`config.mk`:
```
export PLATFORM = sky130hd
export DESIGN_NAME = jelly_bean_tasting_scheduler
export DESIGN_NICKNAME = d
export VERILOG_FILES = /design/src/rtl/jelly_bean_pkg.sv /design/src/rtl/jelly_bean_rr_arbiter.sv /design/src/rtl/jelly_bean_tasting_scheduler.sv
export SDC_FILE = /design/constraint.sdc
export NUM_CORES = 1
export LEC_CHECK = 0
export ABC_CLOCK_PERIOD_IN_PS = 3900
export CORE_ASPECT_RATIO = 0.6
export CORE_MARGIN = 4
export CORE_UTILIZATION = 45
export CTS_BUF_LIST = sky130_fd_sc_hd__clkbuf_16
export DETAILED_ROUTE_END_ITERATION = 10
export GPL_ROUTABILITY_DRIVEN = 0
export GPL_TIMING_DRIVEN = 0
export PLACE_DENSITY = 0.82
export REMOVE_ABC_BUFFERS = 1
export SYNTH_ARGS = -nofsm -noshare
export SYNTH_HDL_FRONTEND = slang
export SYNTH_SLANG_ARGS = --single-unit
```
`constraint.sdc`:
```
create_clock -name clk -period 3.9 [get_ports clk]
set_clock_uncertainty 0.05 [all_clocks]
set_input_delay 0.78 -clock clk [delete_from_list [all_inputs] [get_ports clk]]
set_output_delay 0.78 -clock clk [all_outputs]
set_load 0.02 [all_outputs]
```
`src/rtl/jelly_bean_pkg.sv`:
```
// Shared types for the jelly bean tasting scheduler.
//   flavor_e / color_e / taste_e / command_e : taster bus encodings
//   sched_state_e                            : scheduler FSM states
//   is_tasteable()                           : the taster ignores NO_FLAVOR
package jelly_bean_pkg;

  localparam int FLAVOR_W = 3;
  localparam int COLOR_W  = 2;
  localparam int TASTE_W  = 2;
  localparam int CMD_W    = 2;

  typedef enum logic [FLAVOR_W-1:0] {
    NO_FLAVOR,
    APPLE,
    BLUEBERRY,
    BUBBLE_GUM,
    CHOCOLATE
  } flavor_e;

  typedef enum logic [COLOR_W-1:0] {
    RED,
    GREEN,
    BLUE
  } color_e;

  typedef enum logic [TASTE_W-1:0] {
    UNKNOWN,
    YUMMY,
    YUCKY
  } taste_e;

  typedef enum logic [CMD_W-1:0] {
    NO_OP,
    READ,
    WRITE,
    CLR_WR
  } command_e;

  // ST_ prefix keeps these apart from the READ/WRITE bus commands.
  typedef enum logic [1:0] {
    ST_IDLE,
    ST_WRITE,
    ST_READ,
    ST_RESP
  } sched_state_e;

  function automatic logic is_tasteable(input logic [FLAVOR_W-1:0] flavor);
    return flavor != NO_FLAVOR;
  endfunction

endpackage

```
`src/rtl/jelly_bean_rr_arbiter.sv`:
```
// Combinational round-robin selector.
//   req     : request vector
//   rr_ptr  : index with the highest priority this round
//   win     : one-hot winner (all zero when no request)
//   win_idx : index of the winner (0 when no request)
// The winner is the first set bit at or after rr_ptr, searching upward
// with wrap-around at NUM_REQ-1 (NUM_REQ need not be a power of two).
module jelly_bean_rr_arbiter #(
  parameter  int NUM_REQ = 4,
  localparam int ID_W    = $clog2(NUM_REQ)
) (
  input  logic [NUM_REQ-1:0] req,
  input  logic [ID_W-1:0]    rr_ptr,
  output logic [NUM_REQ-1:0] win,
  output logic [ID_W-1:0]    win_idx
);

  logic            found;
  int              pos;
  logic [ID_W-1:0] idx;

  always_comb begin
    win     = '0;
    win_idx = '0;
    found   = 1'b0;
    pos     = 0;
    idx     = '0;
    for (int i = 0; i < NUM_REQ; i++) begin
      pos = int'(rr_ptr) + i;
      if (pos >= NUM_REQ) pos = pos - NUM_REQ;
      idx = ID_W'(pos);
      if (!found && req[idx]) begin
        found    = 1'b1;
        win[idx] = 1'b1;
        win_idx  = idx;
      end
    end
  end

endmodule

```
`src/rtl/jelly_bean_tasting_scheduler.sv`:
```
// Shares one jelly_bean_taster between NUM_REQ requesters.
// Each accepted request becomes a WRITE then a READ on the taster bus; the
// taste is returned on a shared response bus and tallied in saturating
// YUMMY/YUCKY counters.
//
// Ports:
//   clk, rst_n                  : clock, async active-low reset
//   req, req_flavor, req_color,
//   req_sugar_free, req_sour    : per-requester request and bean fields
//   gnt                         : one-hot one-cycle acceptance pulse
//   rsp_valid, rsp_id, rsp_taste: one-cycle response strobe and payload
//   tb_command .. tb_sour       : taster bus outputs
//   tb_taste                    : taste from the taster
//   busy                        : FSM not in IDLE
//   yummy_cnt, yucky_cnt        : saturating statistics
//
// state    | meaning
// ST_IDLE  | arbitrate, grant winner, capture its bean and index
// ST_WRITE | WRITE bus cycle carrying the captured bean
// ST_READ  | READ bus cycle, taste sampled at its end
// ST_RESP  | response strobe (NO_FLAVOR requests spend one extra cycle here)
module jelly_bean_tasting_scheduler #(
  parameter  int NUM_REQ = 4,
  parameter  int CNT_W   = 16,
  localparam int ID_W    = $clog2(NUM_REQ)
) (
  input  logic                 clk,
  input  logic                 rst_n,
  input  logic [NUM_REQ-1:0]   req,
  input  logic [3*NUM_REQ-1:0] req_flavor,
  input  logic [2*NUM_REQ-1:0] req_color,
  input  logic [NUM_REQ-1:0]   req_sugar_free,
  input  logic [NUM_REQ-1:0]   req_sour,
  output logic [NUM_REQ-1:0]   gnt,
  output logic                 rsp_valid,
  output logic [ID_W-1:0]      rsp_id,
  output logic [1:0]           rsp_taste,
  output logic [1:0]           tb_command,
  output logic [2:0]           tb_flavor,
  output logic [1:0]           tb_color,
  output logic                 tb_sugar_free,
  output logic                 tb_sour,
  input  logic [1:0]           tb_taste,
  output logic                 busy,
  output logic [CNT_W-1:0]     yummy_cnt,
  output logic [CNT_W-1:0]     yucky_cnt
);

  import jelly_bean_pkg::*;

  sched_state_e        state;
  logic [ID_W-1:0]     rr_ptr;
  logic [ID_W-1:0]     cap_id;

  logic [NUM_REQ-1:0]  win;
  logic [ID_W-1:0]     win_idx;
  logic [2:0]          win_flavor;
  logic [1:0]          win_color;
  logic                win_sugar_free;
  logic                win_sour;

  jelly_bean_rr_arbiter #(
    .NUM_REQ (NUM_REQ)
  ) u_arb (
    .req     (req),
    .rr_ptr  (rr_ptr),
    .win     (win),
    .win_idx (win_idx)
  );

  // One-hot mux of the winner's bean fields.
  always_comb begin
    win_flavor     = '0;
    win_color      = '0;
    win_sugar_free = 1'b0;
    win_sour       = 1'b0;
    for (int i = 0; i < NUM_REQ; i++) begin
      win_flavor     = win_flavor | (req_flavor[3*i +: 3] & {3{win[i]}});
      win_color      = win_color  | (req_color[2*i +: 2]  & {2{win[i]}});
      win_sugar_free = win_sugar_free | (req_sugar_free[i] & win[i]);
      win_sour       = win_sour       | (req_sour[i]       & win[i]);
    end
  end

  always_ff @(posedge clk or negedge rst_n) begin
    if (!rst_n) begin
      state         <= ST_IDLE;
      rr_ptr        <= '0;
      cap_id        <= '0;
      gnt           <= '0;
      rsp_valid     <= 1'b0;
      rsp_id        <= '0;
      rsp_taste     <= UNKNOWN;
      tb_command    <= NO_OP;
      tb_flavor     <= NO_FLAVOR;
      tb_color      <= '0;
      tb_sugar_free <= 1'b0;
      tb_sour       <= 1'b0;
      busy          <= 1'b0;
      yummy_cnt     <= '0;
      yucky_cnt     <= '0;
    end else begin
      gnt <= '0;
      case (state)
        ST_IDLE: begin
          if (|req) begin
            gnt    <= win;
            cap_id <= win_idx;
            busy   <= 1'b1;
            rr_ptr <= (int'(win_idx) == NUM_REQ - 1) ? '0 : win_idx + ID_W'(1);
            if (is_tasteable(win_flavor)) begin
              state         <= ST_WRITE;
              tb_command    <= WRITE;
              tb_flavor     <= win_flavor;
              tb_color      <= win_color;
              tb_sugar_free <= win_sugar_free;
              tb_sour       <= win_sour;
            end else begin
              // Taster ignores NO_FLAVOR, so answer UNKNOWN without touching it.
              state <= ST_RESP;
            end
          end
        end

        ST_WRITE: begin
          // NO_FLAVOR on the READ keeps the taster's taste register intact.
          state         <= ST_READ;
          tb_command    <= READ;
          tb_flavor     <= NO_FLAVOR;
          tb_color      <= '0;
          tb_sugar_free <= 1'b0;
          tb_sour       <= 1'b0;
        end

        ST_READ: begin
          state      <= ST_RESP;
          tb_command <= NO_OP;
          rsp_valid  <= 1'b1;
          rsp_id     <= cap_id;
          rsp_taste  <= tb_taste;
          if (tb_taste == YUMMY && yummy_cnt != '1) yummy_cnt <= yummy_cnt + CNT_W'(1);
          if (tb_taste == YUCKY && yucky_cnt != '1) yucky_cnt <= yucky_cnt + CNT_W'(1);
        end

        ST_RESP: begin
          if (rsp_valid) begin
            rsp_valid <= 1'b0;
            busy      <= 1'b0;
            state     <= ST_IDLE;
          end else begin
            // Arrived straight from IDLE with a NO_FLAVOR bean.
            rsp_valid <= 1'b1;
            rsp_id    <= cap_id;
            rsp_taste <= UNKNOWN;
          end
        end

        default: begin
          state <= ST_IDLE;
          busy  <= 1'b0;
        end
      endcase
    end
  end

endmodule

```
==> impl_metrics.py, run 1 <==
metrics = {
    "run_status": {
        "run_status": "completed",
    },
    "logic_synthesis": {
        "yosysWarningCount": 0,
        "syn_area_um2": 3552,
        "postSynthAreaPerCell_um2": 9.626,
        "synth_edf_count": 0,
        "synth_seq_area_share_pct": 40.15,
        "postSynth.asyncResetShare_pct": 100.0,
        "yosysUniqueCellTypes": 51,
        "synthCells": 369,
        "synth_flop_cell": "dfrtp_1",
        "ys_ff_latch": 57,
    },
    "floorplan": {
        "die_area_um2": 9426,
        "die_y_um": 76.82,
        "row_count": 24,
        "io_pins": 87,
        "fp.dieW_um": 122.7,
        "coreArea_um2": 7477,
        "start_util_pct": 47.51,
    },
    "placed_design": {
        "portBuffers": 86,
        "dpl-instance-area_um2": 4487,
        "dpl.cell_count": 545,
        "hpwl_um": 7159,
    },
    "detailed_routing": {
        "firstDrtPassIters": 5,
        "wire_per_inst_um": 17.15,
        "wl_met2_um": 4080,
        "drt-total-wl_um": 9656,
        "via_per_inst": 5.682,
        "drtIter0Drc": 254,
        "maxUsedRoutingLayer": "met4",
        "drt-met1-wl_um": 4581,
        "vias": 3199,
        "routed-wl-met3_um": 851,
        "ant_nets": 0,
        "route.detailed.drc": 0,
    },
    "clock_tree": {
        "cts_tree": "yes",
        "htreeDepth": 3,
        "cts_hold_buf": 0,
        "cts-root-buf": "clkbuf_16",
        "cts_sinks": 57,
        "clockBufferDepth": 2,
        "clk_latency_ps": 330,
        "clkSlewWorstSetupHoldPaths_ps": 50,
        "numCtsBuffers": 9,
    },
    "sta": {
        "fin_crit_ps": 3703,
        "tightest_slew_ps": 927.4,
        "timing.final.crit_share_pct": 94.95,
        "max_freq_mhz": 270.0,
        "report.final.slew_viol_count": 0,
        "slew_headroom_pct": 37.61,
        "tns_ps": 0,
        "hold_viol": 0,
        "rsz0062_at_grt": "no",
        "finalSetupViolCount": 0,
    },
    "global_route": {
        "track_usage_pct": 20.79,
        "grt_pass1_wl_um": 15690,
        "grt_max_degree": 42,
        "globalRouteOverflowTotal": 0,
        "grt_pass1_vias": 3118,
        "antenna_found_initial": 0,
    },
    "setup_path": {
        "rrSetupSlack_ps": 230,
        "slowest_delay_ps": 660,
        "slowest_stage": "mux4_2",
        "endpoint_kind": "flip-flop",
        "reg2reg_to": "tb_color[0]$_DFFE_PN0P_",
        "critical_path_class": "input pin to flip-flop",
        "crit_path_start_kind": "input pin",
        "required_ps": 4060,
        "rr_worst_depth": 9,
        "arrival_ps": 3860,
        "crit_fanout": 10,
        "crit_chain": "clkdlybuf4s50_1 > mux4_2 > a221oi_4 > nor3_4 > a2111oi_1 > nand4_1 > or2_1 > a21o_1",
    },
    "finish": {
        "mostFrequentLayoutCell": "clkdlybuf4s50_1",
        "final_cell_mix": "clkdlybuf4s50_1, dfrtp_1, nand2_1",
        "area_growth_pct": 36.39,
        "diodes": 0,
        "postLayoutCoreUtil_pct": 64.79,
        "postLayoutCellArea_um2": 4845,
        "layout-drive-gt1-share_pct": 8.497,
        "final_cells": 563,
        "finalNetCount": 505,
        "fillers": 576,
    },
    "power_and_ir_drop": {
        "max-vdd-ir-drop_v": 0.0003599,
        "power.density_nw_per_um2": 788.2,
        "p_leak_uw": 0.002023,
        "totalPowerFinal_uw": 3819,
    },
    "min_path": {
        "holdCritPathClass": "input pin to asynchronous set/reset pin",
    },
    "job": {
        "drv_cap": 0,
    },
}
[cell type report]
type	count	area (um^2)	area share [%]
clock buffers	9	225.2	4.649
multi-input cells	279	2013	41.55
repair buffers	89	890.9	18.39
well taps	104	130.1	2.686
clock inverters	7	86.33	1.782
flip-flops and latches	57	1431	29.55
inverters	18	67.56	1.395
[how the worst max path moves through the flow]
| stage | slack, ps | depth (start not counted) | startpoint | end |
|---|---|---|---|---|
| 3_3_place_gp | -390 | 9 | flip-flop | tb_color[1]$_DFFE_PN0P_ |
| 6_report | 200 | 8 | req[3] | tb_color[0]$_DFFE_PN0P_ |
| 2_1_floorplan | 130 | 9 | flip-flop | tb_command[0]$_DFFE_PN0P_ |
| 4_1_cts | 40 | 9 | flip-flop | tb_command[0]$_DFFE_PN0P_ |
| 3_5_place_dp | -600 | 9 | flip-flop | tb_sugar_free$_DFFE_PN0P_ |
| 5_1_grt | 50 | 9 | flip-flop | tb_command[0]$_DFFE_PN0P_ |
[power by group]
part | internal [uW] | switching (uW) | total [uW] | leakage, uW
registers | 753 | 167 | 920 | 0.000749
logic | 885 | 1200 | 2090 | 0.00113
clock network | 551 | 262 | 813 | 0.000148
[registers in the layout, summed over array words and instances, names as in the netlist, 2 cells and up, named ones only]
signal,cells
cap_id,2
gnt,4
rsp_id,2
rsp_taste,2
state,2
tb_color,2
tb_command,2
tb_flavor,3
yucky_cnt,16
yummy_cnt,16
[per-layer routing]
layer | global-route usage (%) | vias to the layer above
met1 | 29.62 | 1508
met3 | 6.985 | 18
li1 | - | 1526
met5 | 0 | -
met2 | 29.21 | 147
met4 | 7.374 | 0
[synthesized netlist by cell type (4+ instances only)]
master / n / area share (%)
and4_1: 7 / 1.7
nand3b_1: 5 / 1.1
a21o_1: 5 / 1.1
nand4_1: 9 / 1.6
a21boi_0: 4 / 0.85
nor2_1: 22 / 2.3
and3_1: 9 / 1.6
xor2_1: 5 / 1.2
o21ai_0: 11 / 1.5
o31ai_1: 5 / 1.1
buf_2: 6 / 0.85
clkbuf_1: 8 / 0.85
mux2_2: 7 / 2.2
nand3_1: 10 / 1.4
a21oi_1: 12 / 1.7
ha_1: 15 / 5.3
a22oi_1: 17 / 3.6
or3_1: 4 / 0.70
inv_1: 18 / 1.9
nor4_1: 10 / 1.8
xnor2_1: 25 / 6.2
and2_1: 4 / 0.70
dfrtp_1: 57 / 40
nand2_1: 38 / 4.0
nor2b_1: 11 / 1.9
[stage by stage]
stage | setup slack (ps) | hold slack, ps
after floorplan | 134.1 | 393.9
after detailed placement | -603.0 | 420.0
final | 196.9 | 333.3
after global placement | -386.7 | 411.1
after CTS | 44.39 | 338.5
after global routing | 50.29 | 349.5
[repair_timing]
item,4_1_cts,5_1_grt
setup endpoints to repair,12,11
setup buffers,1,1
pin swaps,1,0
resized for setup,5,4
[worst max-delay path: cells and delay by family]
family | cells | cell delay, ps
AOI/OAI and AO/OA | 3 | 1080
and+or+nand+nor | 3 | 780
muxes | 1 | 660
buffers and inverters | 1 | 570
[kinds of logic after synthesis]
logic type               after synthesis  share of synthesized area [%]
AO/OA/AOI/OAI                         78                          16.52
multiplexers                          14                          5.284
XOR/XNOR                              30                          7.397
AND/OR/NAND/NOR                      142                          21.45
flip-flops                            57                          40.16
adder cells (fa/ha/maj)               15                          5.284
buffers and inverters                 33                          3.910
No activity file was read; power rests on OpenSTA's default activity.
==> inputs of run 2 (changes only) <==
ABC_CLOCK_PERIOD_IN_PS = 4300   (was 3900)
CORE_UTILIZATION = 51   (was 45)
PLACE_DENSITY = 0.87   (was 0.82)
clock period = 4.3 ns   (was 3.9 ns; I/O delays follow)
==> run 2 against run 1 <==
Global-route usage is 2.5 points higher. Wire length up 0.55%. Flip-flop and latch count did not move. Clock power down 13%. Largest power group unchanged. Cell area is 1.2% lower. Core utilization rose by 6.6 points.
==> impl_metrics.py, run 2 (synthesis results as in run 1) <==
metrics = {
    "run_status": {
        "run_status": "completed",
    },
    "placed_design": {
        "hpwl_um": 7002,
        "dpl-instance-area_um2": 4466,
        "portBuffers": 86,
        "dpl.cell_count": 528,
    },
    "setup_path": {
        "arrival_ps": 4230,
        "rrSetupSlack_ps": 220,
        "critical_path_class": "flip-flop to flip-flop",
        "endpoint_kind": "flip-flop",
        "critical_path_buf_inv_count": 1,
        "crit_fanout": 21,
        "slowest_delay_ps": 590,
        "slowest_stage": "dfrtp_2",
        "crit_path_start_kind": "flip-flop",
        "crit_chain": "inv_1 > ha_1 > mux2_2 > a221oi_2 > nor4_1 > a2111o_1 > or4_1 > o22ai_1 > mux2_1",
        "crit_family": "compound AO/OA/AOI/OAI gates",
        "required_ps": 4450,
    },
    "finish": {
        "layout-drive-gt1-share_pct": 8.297,
        "mostFrequentLayoutCell": "clkdlybuf4s50_1",
        "postLayoutCoreUtil_pct": 71.36,
        "final_cells": 545,
        "finalNetCount": 504,
        "reg.largest.list": "yucky_cnt x16, yummy_cnt x16, gnt x4",
        "postLayoutCellArea_um2": 4785,
        "fillers": 494,
        "final_cell_mix": "clkdlybuf4s50_1, dfrtp_1, nand2_1",
        "area_growth_pct": 34.70,
        "diodes": 0,
    },
    "global_route": {
        "antenna_found_initial": 0,
        "grt_pass1_vias": 3033,
        "track_usage_pct": 23.30,
        "globalRouteOverflowTotal": 0,
        "grt_max_degree": 41,
        "grt_pass1_wl_um": 15410,
    },
    "sta": {
        "max_freq_mhz": 245.0,
        "hold_viol": 0,
        "slew_headroom_pct": 39.04,
        "tns_ps": 0,
        "tightest_slew_ps": 906.1,
        "report.final.slew_viol_count": 0,
        "timing.final.crit_share_pct": 94.92,
        "fin_crit_ps": 4082,
        "finalSetupViolCount": 0,
        "rsz0062_at_grt": "no",
    },
    "clock_tree": {
        "cts_tree": "yes",
        "clk_latency_ps": 330,
        "cts_sinks": 57,
        "htreeDepth": 3,
        "cts_hold_buf": 0,
        "clockBufferDepth": 2,
        "numCtsBuffers": 9,
        "cts-root-buf": "clkbuf_16",
        "clkSlewWorstSetupHoldPaths_ps": 50,
    },
    "power_and_ir_drop": {
        "power.density_nw_per_um2": 711.1,
        "max-vdd-ir-drop_v": 0.0003609,
        "p_leak_uw": 0.002009,
    },
    "floorplan": {
        "start_util_pct": 52.98,
        "fp.dieW_um": 115.7,
        "coreArea_um2": 6705,
        "row_count": 23,
        "die_area_um2": 8408,
        "die_y_um": 72.65,
        "io_pins": 87,
    },
    "job": {
        "drv_cap": 0,
    },
    "detailed_routing": {
        "ant_nets": 0,
        "vias": 3250,
        "route.detailed.drc": 0,
        "drtIter0Drc": 410,
        "drt-total-wl_um": 9709,
        "wire_per_inst_um": 17.81,
        "via_per_inst": 5.963,
        "firstDrtPassIters": 5,
    },
    "min_path": {
        "holdCritPathClass": "input pin to asynchronous set/reset pin",
    },
}
[run 2: where the power goes]
part	internal [uW]	switching (uW)	total [uW]	leakage, uW
logic	776	1080	1850	0.00112
clock network	451	259	710	0.000138
registers	679	162	840	0.000750
[run 2: routing by layer]
metal	wire length, um	track usage, %	up-vias
met2	4297	34.36	163
li1	-	-	1513
met3	880	7.042	13
met5	0	0	-
met1	4411	33.51	1561
met4	120	6.564	0
[run 2: final timing paths]
| kind | start | to | cells past startpoint |
|---|---|---|---|
| worst max-delay path | flip-flop | tb_command[0]$_DFFE_PN0P_ | 9 |
| worst min-delay path | rst_n | yummy_cnt[14]$_DFFE_PN0P_ | 1 |
| worst max register to register | flip-flop | tb_command[0]$_DFFE_PN0P_ | 9 |
| worst min register to register | cap_id[0]$_DFFE_PN0P_ | cap_id[0]$_DFFE_PN0P_ | 1 |
| max in group asynchronous | rst_n | asynchronous set/reset pin | 2 |
| min in group clk | cap_id[0]$_DFFE_PN0P_ | cap_id[0]$_DFFE_PN0P_ | 1 |
[run 2: timing repair]
action,in CTS,in global routing
pin swaps,0,1
resized for setup,1,2
setup buffers,0,1
endpoints found under the setup margin,8,10
[run 2: metrics by stage]
stage / total power, uW / setup slack (ps) / hold WS (ps)
floorplan: 2022 / 534.1 / 393.9
global placement: 2532 / 44.15 / 410.3
detailed placement: 2616 / -130.8 / 413.7
CTS: 3347 / 124.3 / 423.7
global route: 3605 / 63.69 / 446.4
finish: 3402 / 218.3 / 416.7
[run 2: area by class of cell]
cell class	instances	area (um^2)	share of cell area, %
inverters	18	67.56	1.412
clock buffers	9	225.2	4.707
multi-input cells	279	1993	41.66
well taps	87	108.9	2.275
clock inverters	7	78.83	1.647
flip-flops and latches	57	1428	29.84
repair buffers	88	883.3	18.46
